$ cat src/rtl/div_unit.sv
// div_unit: multi-cycle unsigned restoring divider (DIVU), one quotient bit
// per clock. LO = quotient, HI = remainder, DZ flags a zero divisor.
module div_unit #(
  parameter int unsigned WIDTH = 16
) (
  input  logic             CLK,
  input  logic             RST,
  input  logic             START,
  input  logic [WIDTH-1:0] RS,
  input  logic [WIDTH-1:0] RT,
  output logic             BUSY,
  output logic             DONE,
  output logic [WIDTH-1:0] LO,
  output logic [WIDTH-1:0] HI,
  output logic             DZ
);

  localparam int unsigned CW = (WIDTH > 1) ? $clog2(WIDTH) : 1;

  typedef enum logic [1:0] {
    IDLE = 2'd0,
    RUN  = 2'd1,
    ZERO = 2'd2
  } state_t;

  state_t           state;
  state_t           state_next;
  logic [CW-1:0]    cnt;
  logic [WIDTH-1:0] quo;       // dividend shifts out the top, quotient bits shift in
  logic [WIDTH-1:0] dvs;
  logic [WIDTH-1:0] rem;

  logic [WIDTH:0]   r_shift;
  logic             r_ge;
  logic [WIDTH-1:0] r_diff;
  logic [WIDTH-1:0] rem_next;
  logic [WIDTH-1:0] quo_next;

  // One restoring step: the shifted remainder is WIDTH+1 bits so the compare
  // never overflows; after a successful subtract the result is below the
  // divisor, so the low WIDTH bits of the difference are exact.
  always_comb begin
    r_shift  = {rem, quo[WIDTH-1]};
    r_ge     = (r_shift >= {1'b0, dvs});
    r_diff   = r_shift[WIDTH-1:0] - dvs;
    rem_next = r_ge ? r_diff : r_shift[WIDTH-1:0];
    quo_next = {quo[WIDTH-2:0], r_ge};
  end

  // State register.
  always_ff @(posedge CLK or posedge RST) begin
    if (RST) state <= IDLE;
    else     state <= state_next;
  end

  // Next-state decode and BUSY.
  always_comb begin
    state_next = state;
    BUSY       = 1'b0;
    case (state)
      IDLE: begin
        if (START) state_next = (RT != '0) ? RUN : ZERO;
      end
      RUN: begin
        BUSY = 1'b1;
        if (cnt == '0) state_next = IDLE;
      end
      ZERO: begin
        BUSY       = 1'b1;
        state_next = IDLE;
      end
      default: state_next = IDLE;
    endcase
  end

  // Operand capture, iteration datapath and result registers.
  always_ff @(posedge CLK or posedge RST) begin
    if (RST) begin
      cnt  <= '0;
      quo  <= '0;
      dvs  <= '0;
      rem  <= '0;
      LO   <= '0;
      HI   <= '0;
      DZ   <= 1'b0;
      DONE <= 1'b0;
    end else begin
      DONE <= 1'b0;
      case (state)
        IDLE: begin
          if (START) begin
            quo <= RS;
            dvs <= RT;
            rem <= '0;
            cnt <= CW'(WIDTH - 1);
          end
        end
        RUN: begin
          rem <= rem_next;
          quo <= quo_next;
          cnt <= cnt - 1'b1;
          if (cnt == '0) begin
            LO   <= quo_next;
            HI   <= rem_next;
            DZ   <= 1'b0;
            DONE <= 1'b1;
          end
        end
        ZERO: begin
          // quo still holds the captured dividend
          LO   <= '1;
          HI   <= quo;
          DZ   <= 1'b1;
          DONE <= 1'b1;
        end
        default: ;
      endcase
    end
  end

endmodule
$ cat config.mk
export PLATFORM = sky130hd
export DESIGN_NAME = div_unit
export DESIGN_NICKNAME = d
export VERILOG_FILES = /design/src/rtl/div_unit.sv
export SDC_FILE = /design/constraint.sdc
export NUM_CORES = 1
export LEC_CHECK = 0
export ABC_AREA = 1
export ABC_CLOCK_PERIOD_IN_PS = 3700
export CAP_MARGIN = 5
export CORE_MARGIN = 1
export CORE_UTILIZATION = 45
export CTS_CLUSTER_DIAMETER = 40
export DETAILED_ROUTE_END_ITERATION = 10
export PLACE_DENSITY = 0.64
export RECOVER_POWER = 50
export SLEW_MARGIN = 0
export SYNTH_ARGS = -nofsm -noshare
export SYNTH_HDL_FRONTEND = slang
export SYNTH_SLANG_ARGS = --single-unit
$ cat constraint.sdc
create_clock -name CLK -period 3.7 [get_ports CLK]
set_clock_uncertainty 0.2 [all_clocks]
set_input_delay 0.74 -clock CLK [delete_from_list [all_inputs] [get_ports CLK]]
set_output_delay 0.74 -clock CLK [all_outputs]
set_load 0.01 [all_outputs]
==> impl_metrics.py, run 1 <==
metrics = {
    "status": {
        "status": "completed",
    },
    "synth": {
        "ys_types": 44,
        "synth_top_area_cell": "dfrtp_1",
        "synthCells": 682,
        "avgSynthCellArea_um2": 7.65,
        "netlist_area_mm2": 0.00522,
        "syn_nets": 738,
        "synth-edff-count": 0,
        "ys_seq_elements": 88,
        "ys_warn_count": 0,
        "synthTopCellsByArea": "dfrtp_1 42%, nand2_1 18%, inv_1 5.5%",
        "synth_top_area_share_pct": 42.2,
        "async_flop_share_pct": 100,
        "synth_ff_type": "dfrtp_1",
        "seq_area_frac_synth_pct": 42.2,
    },
    "critical_path": {
        "cp_slowest_cell": "o21ai_2",
        "worst-r2r-cell-count": 8,
        "required_ns": 3.73,
        "r2r_start": "state[0]",
        "rrSetupSlack_ns": 0.75,
        "endpoint_kind": "register",
        "cp.arrival_ns": 2.99,
        "crit_path_start_kind": "register",
        "crit_chain": "inv_1 > ha_1 > inv_2 > o21ai_2 > inv_1 > buf_4 > nand2_1 > nand2_1",
        "r2r_end": "HI[1]",
        "cp_max_fo": 25,
        "crit_path_max_incr_delay_ns": 0.66,
        "cp-endpoint": "HI[1]",
        "startpoint": "state[0]",
        "worstSetupPathType": "register to register",
    },
    "die": {
        "num_rows": 38,
        "die-height_um": 110,
        "die_w_um": 110,
        "die-area_mm2": 0.0120,
        "initial_core_util_pct": 47.1,
        "io_pins": 70,
        "core_mm2": 0.0111,
    },
    "drt": {
        "wl_per_cell_um": 15.1,
        "drc": 0,
        "viasPerCell": 5.17,
        "routed_wl_mm": 13.4,
        "vias": 4595,
        "drtAntennaViolNets": 0,
        "first_iter_violations": 264,
        "firstDrtPassIters": 6,
    },
    "timing": {
        "drv_slew": 0,
        "min_period_ns": 2.95,
        "rsz0062_at_grt": "no",
        "hold_viol_final": 0,
        "fmax_ghz": 0.339,
        "setup_violations": 0,
        "relSlewSlack_pct": 8.70,
        "post-route-period-util_pct": 79.8,
        "setup-tns-final_ns": 0,
        "worst_slew_pin_slew_ns": 1.36,
    },
    "layout": {
        "final_cells": 888,
        "drive_gt1_share_pct": 8.56,
        "antennaDiodeCount": 0,
        "utilization_pct": 57.0,
        "finalNetCount": 800,
        "stdcell_area_mm2": 0.00632,
        "syn_to_final_growth_pct": 21.2,
    },
    "clock_network": {
        "cts_tree": "built",
        "clk_latency_ns": 0.35,
        "numCtsBuffers": 9,
        "hold_buffers": 0,
        "clkSinkCount": 88,
        "cts_root_buffer": "clkbuf_16",
        "cts_setup_buffers": 0,
        "htree_levels": 3,
        "cts_max_path_buffers": 2,
        "cts_resized": 0,
        "path_clk_slew_ns": 0.06,
    },
    "grt": {
        "grt_use_met1_pct": 33.3,
        "grtUsageMet3_pct": 4.51,
        "grt_usage_pct": 24.4,
        "use_met2_pct": 39.9,
        "busiest_layer": "met2",
        "antenna_found_initial": 1,
        "overflow": 0,
        "grt_start_max_net_pins": 60,
        "grt_pass1_wl_mm": 22.3,
        "grt_pass1_vias": 4575,
    },
    "power_and_ir_drop": {
        "pwr_density_cell_mw_per_mm2": 852,
        "peakVddDrop_uv": 513,
        "cellLeakagePower_nw": 3.42,
    },
    "place": {
        "place_area_mm2": 0.00602,
        "gp_congestion": 0.886,
        "hpwl_mm": 9.81,
        "placed_cells": 873,
        "port_buffers": 69,
    },
    "worst_hold_path": {
        "hp-class": "register to register",
    },
    "job": {
        "drv_cap": 0,
    },
}
==> where the power goes <==
group          internal (W)  switching [W]
clock network      0.000538       0.000387
logic               0.00106        0.00186
registers           0.00133       0.000212
==> Yosys cell counts (3+ instances only) <==
master / count
nand3_1: 48
nand3_4: 7
nor4_1: 4
inv_2: 8
clkbuf_1: 16
xor2_1: 6
buf_2: 3
o21ai_0: 51
nand4_1: 3
nand2_2: 5
nand2_1: 250
inv_1: 76
nor2_1: 18
nor3_1: 3
a21oi_1: 15
nand3_2: 5
o221ai_1: 11
dfrtp_1: 88
nor2_2: 6
o21bai_1: 9
ha_1: 20
==> placed cells by master (no fill, tap or decap), types with 6 or more instances in the layout <==
| master | netlist | routed |
|---|---|---|
| ha_1 | 20 | 20 |
| nor2_1 | 18 | 18 |
| inv_1 | 76 | 75 |
| o221ai_1 | 11 | 11 |
| clkdlybuf4s50_1 | 0 | 52 |
| nand3_4 | 7 | 7 |
| inv_2 | 8 | 8 |
| nand3_1 | 48 | 48 |
| xor2_1 | 6 | 6 |
| a21oi_1 | 15 | 15 |
| nor2_2 | 6 | 6 |
| dfrtp_1 | 88 | 88 |
| dlygate4sd3_1 | 0 | 17 |
| o21ai_0 | 51 | 51 |
| clkbuf_16 | 0 | 9 |
| nand2_1 | 250 | 250 |
| o21bai_1 | 9 | 9 |
==> logic make-up (layout without fill, tap and decap cells) <==
group	count (synthesis)	count (layout)	synth area share, %
fa+ha+maj	21	21	5.18
simple gates	361	361	32.3
xor+xnor	7	7	1.18
buf+inv	110	176	8.45
compound gates	95	95	10.7
flops	88	88	42.2
==> sequential cells by signal (all words and copies together) (netlist names) <==
signal,flops
cnt,4
rem,16
DZ,1
state,2
DONE,1
LO,16
quo,16
HI,16
dvs,16
==> layout make-up <==
class	instances	area, um2
fill	1050	4760
timing repair buffer	75	748
clock buffer	10	239
inverter	86	324
sequential	88	2200
multi-input combinational	484	2570
tap	140	175
clock inverter	5	57.6
==> metrics by stage <==
step	hold WS (ns)	total power [W]	setup WS [ns]
finish	0.269	0.00538	0.747
global route	0.300	0.00585	0.498
CTS	0.277	0.00542	0.762
detailed placement	0.262	0.00448	0.773
global placement	0.256	0.00443	0.883
floorplan	0.253	0.00364	0.481
==> metal layers <==
metal / share of wire, % / up-vias
met5: 0 / -
met4: 1.1 / 0
met3: 3.9 / 11
met2: 47 / 97
met1: 48 / 2183
li1: - / 2304
==> worst max-delay path, delay by kind of cell, from the launching register on <==
family | cells | cell delay (ns)
AND/OR/NAND/NOR | 2 | 0.13
buffers and inverters | 4 | 1.24
AO/OA/AOI/OAI | 1 | 0.66
flip-flops | 1 | 0.40
adder cells (fa/ha/maj) | 1 | 0.20
==> worst min-delay path by stage <==
stage | endpoint | cells past startpoint | from
4_1_cts | LO[10] | 2 | LO[10]
3_3_place_gp | LO[7] | 2 | LO[7]
5_1_grt | LO[9] | 2 | LO[9]
3_5_place_dp | LO[10] | 2 | LO[10]
6_report | LO[10] | 2 | LO[10]
2_1_floorplan | dvs[0] | 2 | dvs[0]
(Power assumes the default switching activity.)
==> inputs of run 2 (changes only) <==
ABC_CLOCK_PERIOD_IN_PS = 2750   (was 3700)
clock period = 2.75 ns   (was 3.7 ns; I/O delays follow)
==> impl_metrics.py, run 2 (same netlist as run 1, synthesis figures left out) <==
metrics = {
    "status": {
        "status": "completed",
    },
    "grt": {
        "grt_start_max_net_pins": 89,
        "grt_usage_pct": 24.6,
        "grt_pass1_vias": 4545,
        "antenna_found_initial": 0,
        "overflow": 0,
        "grt_pass1_wl_mm": 22.3,
    },
    "critical_path": {
        "crit_path_max_incr_delay_ns": 0.40,
        "cp_top_family": "simple AND/OR/NAND/NOR gates",
        "crit_chain": "inv_1 > ha_1 > inv_1 > fa_1 > nand2_2 > nand2_1 > nand2_1 > nor2_1 > nor2_1 > nand3_1 > nand3_4 > nand3_1 > nand2_1 > nand2_1",
        "critPathBufInv": 2,
        "crit_path_start_kind": "register",
        "cpMostUsedCell": "nand2_1",
        "cp_slowest_cell": "fa_1",
        "cp.arrival_ns": 2.57,
        "required_ns": 2.78,
        "endpoint_kind": "register",
        "worstSetupPathType": "register to register",
        "cp_max_fo": 4,
    },
    "timing": {
        "post-route-period-util_pct": 92.4,
        "setup-tns-final_ns": 0,
        "rsz0062_at_grt": "no",
        "relSlewSlack_pct": 20.1,
        "fmax_ghz": 0.394,
        "worst_slew_pin_slew_ns": 1.20,
        "drv_slew": 0,
        "min_period_ns": 2.54,
        "hold_viol_final": 0,
        "setup_violations": 0,
    },
    "clock_network": {
        "cts_setup_buffers": 0,
        "numCtsBuffers": 9,
        "cts_root_buffer": "clkbuf_16",
        "htree_levels": 3,
        "clkSinkCount": 88,
        "path_clk_slew_ns": 0.07,
        "hold_buffers": 0,
        "clk_latency_ns": 0.34,
        "cts_max_path_buffers": 2,
        "cts_tree": "built",
    },
    "power_and_ir_drop": {
        "pwr_density_cell_mw_per_mm2": 1150,
        "peakVddDrop_uv": 430,
        "cellLeakagePower_nw": 3.39,
    },
    "layout": {
        "n_fill_cell": 1074,
        "layout_common_cells": "249 x nand2_1, 88 x dfrtp_1, 75 x inv_1",
        "drive_gt1_share_pct": 9.01,
        "final_common_cell": "nand2_1",
        "utilization_pct": 57.3,
        "syn_to_final_growth_pct": 21.6,
        "finalNetCount": 806,
        "antennaDiodeCount": 0,
    },
    "die": {
        "die-height_um": 110,
        "initial_core_util_pct": 47.1,
        "num_rows": 38,
        "core_mm2": 0.0111,
        "die-area_mm2": 0.0120,
        "die_w_um": 110,
        "io_pins": 70,
    },
    "drt": {
        "firstDrtPassIters": 4,
        "wl_per_cell_um": 15.2,
        "routed_wl_mm": 13.6,
        "drtAntennaViolNets": 0,
        "drc": 0,
        "vias": 4608,
        "viasPerCell": 5.15,
        "first_iter_violations": 271,
    },
    "place": {
        "hpwl_mm": 10.1,
        "port_buffers": 69,
        "gp_congestion": 0.860,
    },
    "worst_hold_path": {
        "hp-class": "register to register",
    },
    "job": {
        "drv_cap": 0,
    },
}
## run 2: changes by cell type in the layout (fill, tap and decap cells not counted), sizes merged
| cell | delta |
|---|---|
| clkdlybuf4s50 | +16 |
| dlygate4sd3 | -16 |
| clkbuf | +4 |
| buf | +3 |
## run 2: path summary, 6_finish.rpt
path	from	to	slack [ns]	depth (start not counted)
min in group asynchronous	RST	LO[4]	0.92	3
worst max register to register	quo[15]	HI[12]	0.21	14
worst max-delay path	quo[15]	HI[12]	0.21	14
worst min-delay path	LO[13]	LO[13]	0.27	2
max in group asynchronous	RST	dvs[13]	0.67	3
worst min register to register	LO[13]	LO[13]	0.27	2
## run 2: cell type report
class	instances	area [um2]	area share [%]
inverters	86	327	5.15
flip-flops and latches	88	2200	34.7
well taps	140	175	2.76
clock inverters	5	57.6	0.907
multi-input cells	484	2570	40.6
repair buffers	81	773	12.2
clock buffers	11	233	3.67
## run 2: where the power goes
group	leakage, nW	switching, W	total [W]	internal (W)
registers	1.13	0.000284	0.00207	0.00179
clock network	0.143	0.000520	0.00123	0.000706
logic	2.12	0.00252	0.00398	0.00147
total	3.39	0.00332	0.00728	0.00396
## run 2: layer usage
| layer | GRT usage [%] | up-vias | part of all wire [%] |
|---|---|---|---|
| met2 | 41.0 | 93 | 49 |
| met1 | 33.3 | 2182 | 46 |
| met5 | 0 | - | 0 |
| met4 | 6.29 | 0 | 0.79 |
| li1 | - | 2321 | - |
| met3 | 4.03 | 12 | 4.0 |
## run 2: timing repair
item | 4_1_cts | 5_1_grt
resized for setup | 0 | 1
endpoints found under the hold margin | 0 | 0
endpoints found under the setup margin | 0 | 2
## run 2: stage by stage
step                      setup slack, ns  instance area (um2)  hold WS [ns]  instances  total power, W
after global placement              0.214                 6070         0.253        879         0.00601
after floorplan                     0.579                 5220         0.253        682         0.00490
final                               0.210                 6340         0.270        895         0.00728
after global routing               0.0318                 6340         0.289        895         0.00791
after detailed placement            0.196                 6070         0.258        879         0.00607
after CTS                           0.167                 6360         0.274        895         0.00732
## run 2: tightest hold or removal path: cells and delay by family (launching register included)
family,cells,cell delay (ns)
and+or+nand+nor,2,0.09
DFF,1,0.34
